[config.mk]
export PLATFORM = sky130hd
export DESIGN_NAME = pc_fetch_unit
export DESIGN_NICKNAME = d
export VERILOG_FILES = /design/src/rtl/pc_fetch_unit_pkg.sv /design/src/rtl/pc_fetch_unit_adder.sv /design/src/rtl/pc_fetch_unit.sv
export SDC_FILE = /design/constraint.sdc
export NUM_CORES = 1
export LEC_CHECK = 0
export BUFFER_PORTS_ARGS = -buffer_cell sky130_fd_sc_hd__buf_2
export CORE_UTILIZATION = 50
export DETAILED_ROUTE_END_ITERATION = 8
export HOLD_SLACK_MARGIN = 0.02
export PLACE_DENSITY = 0.86
export SLEW_MARGIN = 20
export SYNTH_ARGS = -nofsm -noshare
export SYNTH_HDL_FRONTEND = slang
export SYNTH_HIERARCHICAL = 1
export SYNTH_SLANG_ARGS = --single-unit
[constraint.sdc]
create_clock -name CLK -period 3.2 [get_ports CLK]
set_input_delay 0.16 -clock CLK [delete_from_list [all_inputs] [get_ports CLK]]
set_output_delay 0.16 -clock CLK [all_outputs]
set_load 0.02 [all_outputs]
[src/rtl/pc_fetch_unit_pkg.sv]
// Shared definitions for the instruction-fetch sequencer: fetch state encoding
// and default reset PC / increment constants.
package pc_fetch_unit_pkg;

    typedef enum logic [1:0] {
        IDLE = 2'd0,
        REQ  = 2'd1,
        HOLD = 2'd2,
        DROP = 2'd3
    } fetch_state_t;

    localparam logic [31:0] DEFAULT_RESET_PC = 32'h0000_0000;
    localparam int          DEFAULT_INC      = 4;

endpackage

[src/rtl/pc_fetch_unit_adder.sv]
// Plain WIDTH-bit adder used for the sequential PC increment; the carry out is
// dropped so the result wraps modulo 2^WIDTH.
module pc_fetch_unit_adder #(
    parameter int WIDTH = 32
) (
    input  logic [WIDTH-1:0] a,
    input  logic [WIDTH-1:0] b,
    output logic [WIDTH-1:0] sum
);

    assign sum = a + b;

endmodule

[src/rtl/pc_fetch_unit.sv]
// PC register and one-outstanding instruction-fetch sequencer with a req/ack
// memory side and a valid/ready decode side. Optional redirect-target alignment
// check is enabled with the PC_ALIGN_CHECK_EN macro.
module pc_fetch_unit
    import pc_fetch_unit_pkg::*;
#(
    parameter int               WIDTH    = 32,
    parameter logic [WIDTH-1:0] RESET_PC = WIDTH'(DEFAULT_RESET_PC),
    parameter int               INC      = DEFAULT_INC
) (
    input  logic             CLK,
    input  logic             RST,
    output logic             Imem_Req,
    output logic [WIDTH-1:0] Imem_Addr,
    input  logic             Imem_Ack,
    input  logic [WIDTH-1:0] Imem_Data,
    input  logic             Redirect_En,
    input  logic [WIDTH-1:0] Redirect_PC,
    output logic             Instr_Valid,
    input  logic             Instr_Ready,
    output logic [WIDTH-1:0] Instr_Out,
    output logic [WIDTH-1:0] Instr_PC
`ifdef PC_ALIGN_CHECK_EN
    ,
    output logic             Misalign
`endif
);

    localparam logic [WIDTH-1:0] INC_W = WIDTH'(INC);

`ifdef PC_ALIGN_CHECK_EN
    localparam logic [WIDTH-1:0] ALIGN_MASK = ~WIDTH'(3);
`endif

    function automatic logic [WIDTH-1:0] align_target(input logic [WIDTH-1:0] t);
`ifdef PC_ALIGN_CHECK_EN
        return t & ALIGN_MASK;
`else
        return t;
`endif
    endfunction

    fetch_state_t     state_p0, state_nxt;
    logic [WIDTH-1:0] pc_p0, pc_nxt;
    logic [WIDTH-1:0] pc_inc;
    logic             req_p0, req_nxt;
    logic [WIDTH-1:0] addr_p0, addr_nxt;
    logic             vld_p0, vld_nxt;
    logic [WIDTH-1:0] instr_p0, instr_nxt;
    logic [WIDTH-1:0] ipc_p0, ipc_nxt;
    logic [WIDTH-1:0] target;

    pc_fetch_unit_adder #(
        .WIDTH (WIDTH)
    ) u_pc_adder (
        .a   (pc_p0),
        .b   (INC_W),
        .sum (pc_inc)
    );

    assign target = align_target(Redirect_PC);

    always_comb begin
        state_nxt = state_p0;
        pc_nxt    = pc_p0;
        req_nxt   = req_p0;
        addr_nxt  = addr_p0;
        vld_nxt   = vld_p0;
        instr_nxt = instr_p0;
        ipc_nxt   = ipc_p0;

        case (state_p0)
            IDLE: begin
                // A stale ack from before reset lands here and is ignored.
                state_nxt = REQ;
                req_nxt   = 1'b1;
                if (Redirect_En) begin
                    pc_nxt   = target;
                    addr_nxt = target;
                end else begin
                    addr_nxt = pc_p0;
                end
            end

            REQ: begin
                if (Redirect_En) begin
                    pc_nxt = target;
                    if (Imem_Ack) begin
                        addr_nxt  = target;
                        state_nxt = REQ;
                    end else begin
                        // Request already in flight; keep its address until it completes.
                        state_nxt = DROP;
                    end
                end else if (Imem_Ack) begin
                    instr_nxt = Imem_Data;
                    ipc_nxt   = pc_p0;
                    pc_nxt    = pc_inc;
                    req_nxt   = 1'b0;
                    vld_nxt   = 1'b1;
                    state_nxt = HOLD;
                end
            end

            HOLD: begin
                if (Redirect_En) begin
                    pc_nxt    = target;
                    vld_nxt   = 1'b0;
                    req_nxt   = 1'b1;
                    addr_nxt  = target;
                    state_nxt = REQ;
                end else if (Instr_Ready) begin
                    vld_nxt   = 1'b0;
                    req_nxt   = 1'b1;
                    addr_nxt  = pc_p0;
                    state_nxt = REQ;
                end
            end

            DROP: begin
                if (Redirect_En) begin
                    pc_nxt = target;
                end
                if (Imem_Ack) begin
                    addr_nxt  = Redirect_En ? target : pc_p0;
                    state_nxt = REQ;
                end
            end

            default: begin
                state_nxt = IDLE;
                req_nxt   = 1'b0;
                vld_nxt   = 1'b0;
            end
        endcase
    end

    // Stage p0: all architectural state and registered outputs
    always_ff @(posedge CLK or negedge RST) begin
        if (!RST) begin
            state_p0 <= IDLE;
            pc_p0    <= RESET_PC;
            req_p0   <= 1'b0;
            addr_p0  <= RESET_PC;
            vld_p0   <= 1'b0;
            instr_p0 <= '0;
            ipc_p0   <= '0;
        end else begin
            state_p0 <= state_nxt;
            pc_p0    <= pc_nxt;
            req_p0   <= req_nxt;
            addr_p0  <= addr_nxt;
            vld_p0   <= vld_nxt;
            instr_p0 <= instr_nxt;
            ipc_p0   <= ipc_nxt;
        end
    end

`ifdef PC_ALIGN_CHECK_EN
    logic mis_p0;

    always_ff @(posedge CLK or negedge RST) begin
        if (!RST) begin
            mis_p0 <= 1'b0;
        end else begin
            mis_p0 <= Redirect_En && (Redirect_PC[1:0] != 2'b00);
        end
    end

    assign Misalign = mis_p0;
`endif

    assign Imem_Req    = req_p0;
    assign Imem_Addr   = addr_p0;
    assign Instr_Valid = vld_p0;
    assign Instr_Out   = instr_p0;
    assign Instr_PC    = ipc_p0;

endmodule

==> flow_metrics.env, run 1 <==
export IMPL_fin_nets=1063
export IMPL_row_count=44
export IMPL_finalCritPeriodShare_pct=86.32
export IMPL_drtIter0Drc=735
export IMPL_cts_tree="built"
export IMPL_power_leakage_nw=4.529
export IMPL_grt_usage_pct=28.27
export IMPL_clock_sinks=132
export IMPL_grt_max_degree=99
export IMPL_cts_root_buf="clkbuf_16"
export IMPL_cp_required_ns=3.47
export IMPL_ys_flop_type="dfrtp_1"
export IMPL_first_pass_iters=5
export IMPL_powerDensity_nw_per_um2=718.7
export IMPL_startpoint_type="flop"
export IMPL_tightest_slew_ns=0.9138
export IMPL_cts_buffers=17
export IMPL_syn_area_um2=7432
export IMPL_cp_max_fo=4
export IMPL_setup_violations=0
export IMPL_hold_violations=0
export IMPL_synthArstFlopShare_pct=100.0
export IMPL_critPathKind="reg2reg"
export IMPL_die_y_um=123.9
export IMPL_fmax_mhz=362.0
export IMPL_multiInputGateArea_um2=3941
export IMPL_register_area_um2=3303
export IMPL_clock_skew_ns=0.01543
export IMPL_drive_gt1_share_pct=28.57
export IMPL_antenna_found_initial=0
export IMPL_io_pins=167
export IMPL_ys_warn_count=6
export IMPL_nFillCells=1099
export IMPL_ant_nets=0
export IMPL_postLayoutCellArea_um2=9673
export IMPL_die_width_um=123.9
export IMPL_arrival_ns=3.03
export IMPL_ys_ff_latch=132
export IMPL_vias=6812
export IMPL_syn_area_per_cell_um2=10.25
export IMPL_ys_seq_area_share_pct=44.44
export IMPL_yosysUniqueCellTypes=61
export IMPL_grt_pass1_vias=6610
export IMPL_dr_wl_met3_um=1715
export IMPL_regToRegSetupSlack_ns=0.44
export IMPL_diodes=0
export IMPL_hp_class="in2reg"
export IMPL_gp_congestion=0.9058
export IMPL_dpl_instance_area_um2=8459
export IMPL_slew_viol_final=0
export IMPL_netlist_instances=725
export IMPL_synth_edf_count=0
export IMPL_vdd_drop_max_mv=0.3587
export IMPL_maxCapViolCount=0
export IMPL_post_route_min_period_ns=2.762
export IMPL_start_util_pct=51.14
export IMPL_viasPerCell=5.888
export IMPL_worstSetupEndpointType="flop"
export IMPL_cts_clk_slew_worst_paths_ns=0.06
export IMPL_outcome="completed"
export IMPL_syn_to_final_growth_pct=30.15
export IMPL_yosys_area_top_type="dfrtp_1"
export IMPL_wl_per_cell_um=18.59
export IMPL_total_power_mw=6.952
export IMPL_clk_path_buf_depth=2
export IMPL_htreeDepth=4
export IMPL_drt_met1_wl_um=9149
export IMPL_finalSetupTns_ns=0
export IMPL_dpl_hpwl_um=13510
export IMPL_synth_top_area_share_pct=44.44
export IMPL_dr_wl_met2_um=10170
export IMPL_maxSlewHeadroom_pct=39.08
export IMPL_top_layer="met4"
export IMPL_die_area_um2=15360
export IMPL_drt_wl_total_um=21510
export IMPL_core_area_um2=14530
export IMPL_overflow=0
export IMPL_drcViolationCount=0
export IMPL_rsz0062_at_grt="no"
export IMPL_synth_area_top_cells="dfrtp_1 44%, mux2_2 8.3%, a31oi_1 5.7%"
export IMPL_grt_pass1_wl_um=33130
export IMPL_insertion_delay_ns=0.42
export IMPL_port_buffers=166
[final cells by class]
class                           instances  share of cell area, %
Clock buffer                           17                  4.398
Clock inverter                         13                  1.423
Inverter                               10                 0.3880
Multi-Input combinational cell        557                  40.75
Sequential cell                       132                  34.15
Tap cell                              184                  2.380
Timing Repair Buffer                  244                  16.52
[layer usage]
layer / GRT usage [%] / vias to the layer above
met5: 0 / -
met2: 46.11 / 345
met4: 11.46 / 0
met3: 6.685 / 40
met1: 36.12 / 3289
li1: - / 3138
[path summary, 6_finish.rpt]
kind,startpoint,endpoint,depth (start not counted)
max,pc_p0[5],pc_p0[18],10
min,Instr_Ready,state_p0[0],3
max reg2reg,pc_p0[5],pc_p0[18],10
min reg2reg,Instr_PC[9],Instr_PC[9],1
max in group asynchronous,RST,Instr_Out[20],3
min in group asynchronous,RST,Instr_PC[11],2
[worst max-delay path: stages (launching register included)]
cell	delay [ns]
dfrtp_1	0.42
ha_1	0.40
and3_1	0.21
a221oi_4	0.36
o211ai_4	0.16
a31o_2	0.29
a31oi_1	0.25
o21ai_0	0.15
xor2_1	0.15
mux2i_1	0.13
o21ai_0	0.09
[power breakdown]
part	total, mW	switching (mW)	internal [mW]
Combinational	2.64	1.56	1.08
Sequential	2.45	0.325	2.12
Clock	1.87	0.731	1.14
Total	6.95	2.62	4.33
[cell usage after synthesis (2+ instances only)]
cell,number
dfrtp_1,132
o21ai_0,79
a31oi_1,68
mux2_2,55
nand2_1,51
clkbuf_1,38
nand3_1,38
mux2i_1,32
ha_1,31
a21oi_1,28
nor2_1,21
xnor2_1,18
buf_2,13
a21o_1,12
xor2_1,12
inv_1,10
mux2_1,9
and3_1,5
buf_6,5
nand4_1,5
nor3_1,4
nand2b_1,3
nor2b_1,3
o21a_1,3
o21bai_1,3
a211o_1,2
a211oi_1,2
a22o_1,2
a311oi_1,2
a311oi_2,2
a31o_2,2
and2_1,2
and4_1,2
conb_1,2
o31ai_1,2
or3b_2,2
[state kept, by name, indices dropped and copies added (netlist names)]
| signal | flops |
|---|---|
| Imem_Addr | 32 |
| Instr_Out | 32 |
| Instr_PC | 32 |
| pc_p0 | 32 |
| state_p0 | 2 |
| Imem_Req | 1 |
| Instr_Valid | 1 |
[placed cells by master, fill, tap and decap left out, types with 4 or more instances in the layout]
master	n
nand4_1	5
dlygate4sd3_1	65
mux2_2	55
buf_4	12
and3_1	5
nand2_1	51
xor2_1	12
dfrtp_1	132
inv_1	10
clkinv_2	4
mux2i_1	32
nand3_1	38
a31oi_1	68
o21ai_0	79
a21o_1	12
ha_1	31
nor3_1	4
clkbuf_16	17
nor2_1	21
a21oi_1	28
mux2_1	9
xnor2_1	18
conb_1	33
buf_2	165
[metrics by stage]
| step | std cells | util, % | hold WS [ns] | setup WS [ns] |
|---|---|---|---|---|
| floorplan | 756 | - | -0.1356 | 0.7062 |
| global placement | 1062 | 58.20 | 0.3300 | 0.5448 |
| detailed placement | 1062 | 58.20 | 0.3355 | 0.4525 |
| CTS | 1157 | 66.55 | 0.08884 | 0.4382 |
| global route | 1157 | 66.55 | 0.09942 | 0.2173 |
| finish | 1157 | 66.55 | 0.1066 | 0.4378 |
[cells by family after synthesis]
family,after synthesis,share of synthesized area (%)
DFF,132,44.44
xor gates and xnor gates,30,3.535
other,2,0.1010
AOI/OAI and AO/OA,224,19.06
buffers and inverters,67,4.125
muxes,96,14.01
adders and majority gates,32,5.488
and+or+nand+nor,142,9.243
[timing repair]
action	in CTS	in global routing
endpoints found under the hold margin	166	0
hold buffers	65	0
gates resized for setup	0	0
setup buffers	0	0
No activity file was read; power rests on OpenSTA's default activity.
==> run 2, diff against run 1 <==
CORE_UTILIZATION = 55   (was 50)
CTS_CLUSTER_DIAMETER = 50   (was default)
PLACE_DENSITY = 0.92   (was 0.86)
SETUP_SLACK_MARGIN = 0.5   (was default)
==> flow_metrics.env, run 2 (same netlist as run 1, synthesis figures left out) <==
export IMPL_antenna_found_initial=0
export IMPL_cts_root_buf="clkbuf_16"
export IMPL_gp_congestion=0.9397
export IMPL_port_buffers=166
export IMPL_row_count=42
export IMPL_holdPathStages=2
export IMPL_first_pass_iters=7
export IMPL_cts_clk_slew_worst_paths_ns=0.06
export IMPL_hp_class="in2reg"
export IMPL_wl_per_cell_um=18.83
export IMPL_crit_top_cell="o21ai_0"
export IMPL_grt_max_degree=84
export IMPL_cts_tree="built"
export IMPL_r2r_cells=10
export IMPL_slowest_delay_ns=0.41
export IMPL_clock_sinks=132
export IMPL_post_route_min_period_ns=2.604
export IMPL_worstSetupEndpointType="flop"
export IMPL_tightest_slew_ns=0.7785
export IMPL_arrival_ns=2.88
export IMPL_startpoint_type="flop"
export IMPL_nFillCells=884
export IMPL_min_from="Imem_Data[9]"
export IMPL_vdd_drop_max_mv=0.3898
export IMPL_die_width_um=118.2
export IMPL_finalCritPeriodShare_pct=81.38
export IMPL_drt_wl_total_um=21650
export IMPL_outcome="finished, violations left"
export IMPL_critPathKind="reg2reg"
export IMPL_slowest_stage="dfrtp_1"
export IMPL_insertion_delay_ns=0.42
export IMPL_final_cell_mix="165 x buf_2, 132 x dfrtp_1, 78 x o21ai_0, 66 x a31oi_1, 64 x dlygate4sd3_1"
export IMPL_final_common_cell="buf_2"
export IMPL_dpl_hpwl_um=13090
export IMPL_fin_nets=1063
export IMPL_slew_viol_final=0
export IMPL_start_util_pct=56.35
export IMPL_die_y_um=118.2
export IMPL_cp_max_fo=4
export IMPL_htreeDepth=4
export IMPL_die_area_um2=13980
export IMPL_rsz0062_at_grt="no"
export IMPL_drcViolationCount=2
export IMPL_viasPerCell=5.907
export IMPL_io_pins=167
export IMPL_reg2reg_to="pc_p0[18]"
export IMPL_holdWs_ns=0.05693
export IMPL_regToRegSetupSlack_ns=0.60
export IMPL_r2r_start="pc_p0[5]"
export IMPL_ant_nets=0
export IMPL_finalSetupTns_ns=0
export IMPL_grt_pass1_wl_um=35080
export IMPL_vias=6793
export IMPL_power_leakage_nw=4.553
export IMPL_setup_violations=0
export IMPL_cts_buffers=17
export IMPL_path_buf_inv=0
export IMPL_cp_required_ns=3.48
export IMPL_grt_pass1_vias=6875
export IMPL_clock_skew_ns=0.01299
export IMPL_syn_to_final_growth_pct=31.13
export IMPL_fmax_mhz=384.0
export IMPL_cp_top_family="compound AO/OA/AOI/OAI gates"
export IMPL_drtIter0Drc=646
export IMPL_overflow=0
export IMPL_maxSlewHeadroom_pct=48.10
export IMPL_core_area_um2=13190
export IMPL_powerDensity_nw_per_um2=730.1
export IMPL_path_cells="ha_2 > and3_1 > a221oi_4 > o211ai_4 > a31o_2 > a31oi_2 > o21ai_0 > xor2_1 > mux2i_1 > o21ai_0"
export IMPL_diodes=0
export IMPL_maxCapViolCount=0
export IMPL_drive_gt1_share_pct=29.47
export IMPL_hold_violations=0
export IMPL_clk_path_buf_depth=2
export IMPL_grt_usage_pct=31.85
export IMPL_violations="DRC"
export IMPL_hold_path_endpoint="Instr_Out[9]"
## run 2: cell types whose count changed in the layout (fill, tap and decap cells not counted), moves of 2 or more
cell        previous run  this run
a31oi_1               68        66
ha_1                  31        28
inv_6                  1         4
ha_4                   0         2
a31oi_2                0         2
clkinvlp_4             3         1
clkinv_2               4         2
## run 2: where the power goes
| group | switching [mW] | total (mW) | internal [mW] |
|---|---|---|---|
| Sequential | 0.322 | 2.44 | 2.12 |
| Clock | 0.771 | 2.00 | 1.23 |
| Combinational | 1.58 | 2.67 | 1.09 |
| Total | 2.67 | 7.12 | 4.44 |
## run 2: layout make-up
type	count	area, µm²	area share, %
Tap cell	176	220.2	2.260
Clock buffer	17	425.4	4.365
Timing Repair Buffer	244	1595	16.37
Sequential cell	132	3303	33.89
Multi-Input combinational cell	557	3986	40.90
Clock inverter	14	177.7	1.823
Inverter	10	37.54	0.3852
## run 2: repair_timing
item,CTS,global route
endpoints found under the setup margin,2,9
setup buffers,0,2
endpoints found under the hold margin,156,0
gates cloned,0,0
hold buffers,64,0
pin swaps,1,2
resized for setup,1,7
## run 2: worst max path at each step
stage | depth (start not counted) | slack (ns) | from | end
floorplan | 10 | 0.71 | pc_p0[3] | pc_p0[16]
global placement | 10 | 0.53 | pc_p0[3] | pc_p0[18]
detailed placement | 10 | 0.48 | pc_p0[3] | pc_p0[18]
CTS | 10 | 0.51 | pc_p0[3] | pc_p0[16]
global route | 9 | 0.47 | pc_p0[15] | pc_p0[26]
finish | 10 | 0.60 | pc_p0[5] | pc_p0[18]
## run 2: metal layers
metal / track usage (%) / vias to the layer above / share of wire [%]
li1: - / 3133 / -
met1: 40.48 / 3248 / 41
met2: 52.32 / 370 / 48
met3: 7.046 / 42 / 8.9
met4: 13.70 / 0 / 2.4
met5: 0 / - / 0
## run 2: worst register-to-register path, delay by kind of cell, from the launching register on
family                   cells  cell delay [ns]
AO/OA/AOI/OAI                6             1.26
adder cells (fa/ha/maj)      1             0.34
AND/OR/NAND/NOR              1             0.19
flip-flops                   1             0.41
XOR/XNOR                     1             0.16
multiplexers                 1             0.12
## run 2: through the flow
stage / total power, mW / util [%] / instances / setup slack, ns / area [µm²]
5_1_grt: 7.474 / 73.89 / 1150 / 0.4738 / 9746
6_report: 7.115 / 73.89 / 1150 / 0.5958 / 9746
3_3_place_gp: 4.844 / 64.00 / 1053 / 0.5280 / 8442
4_1_cts: 6.982 / 73.48 / 1148 / 0.5133 / 9692
2_1_floorplan: 4.155 / - / 756 / 0.7062 / 7548
3_5_place_dp: 4.923 / 64.00 / 1053 / 0.4833 / 8442
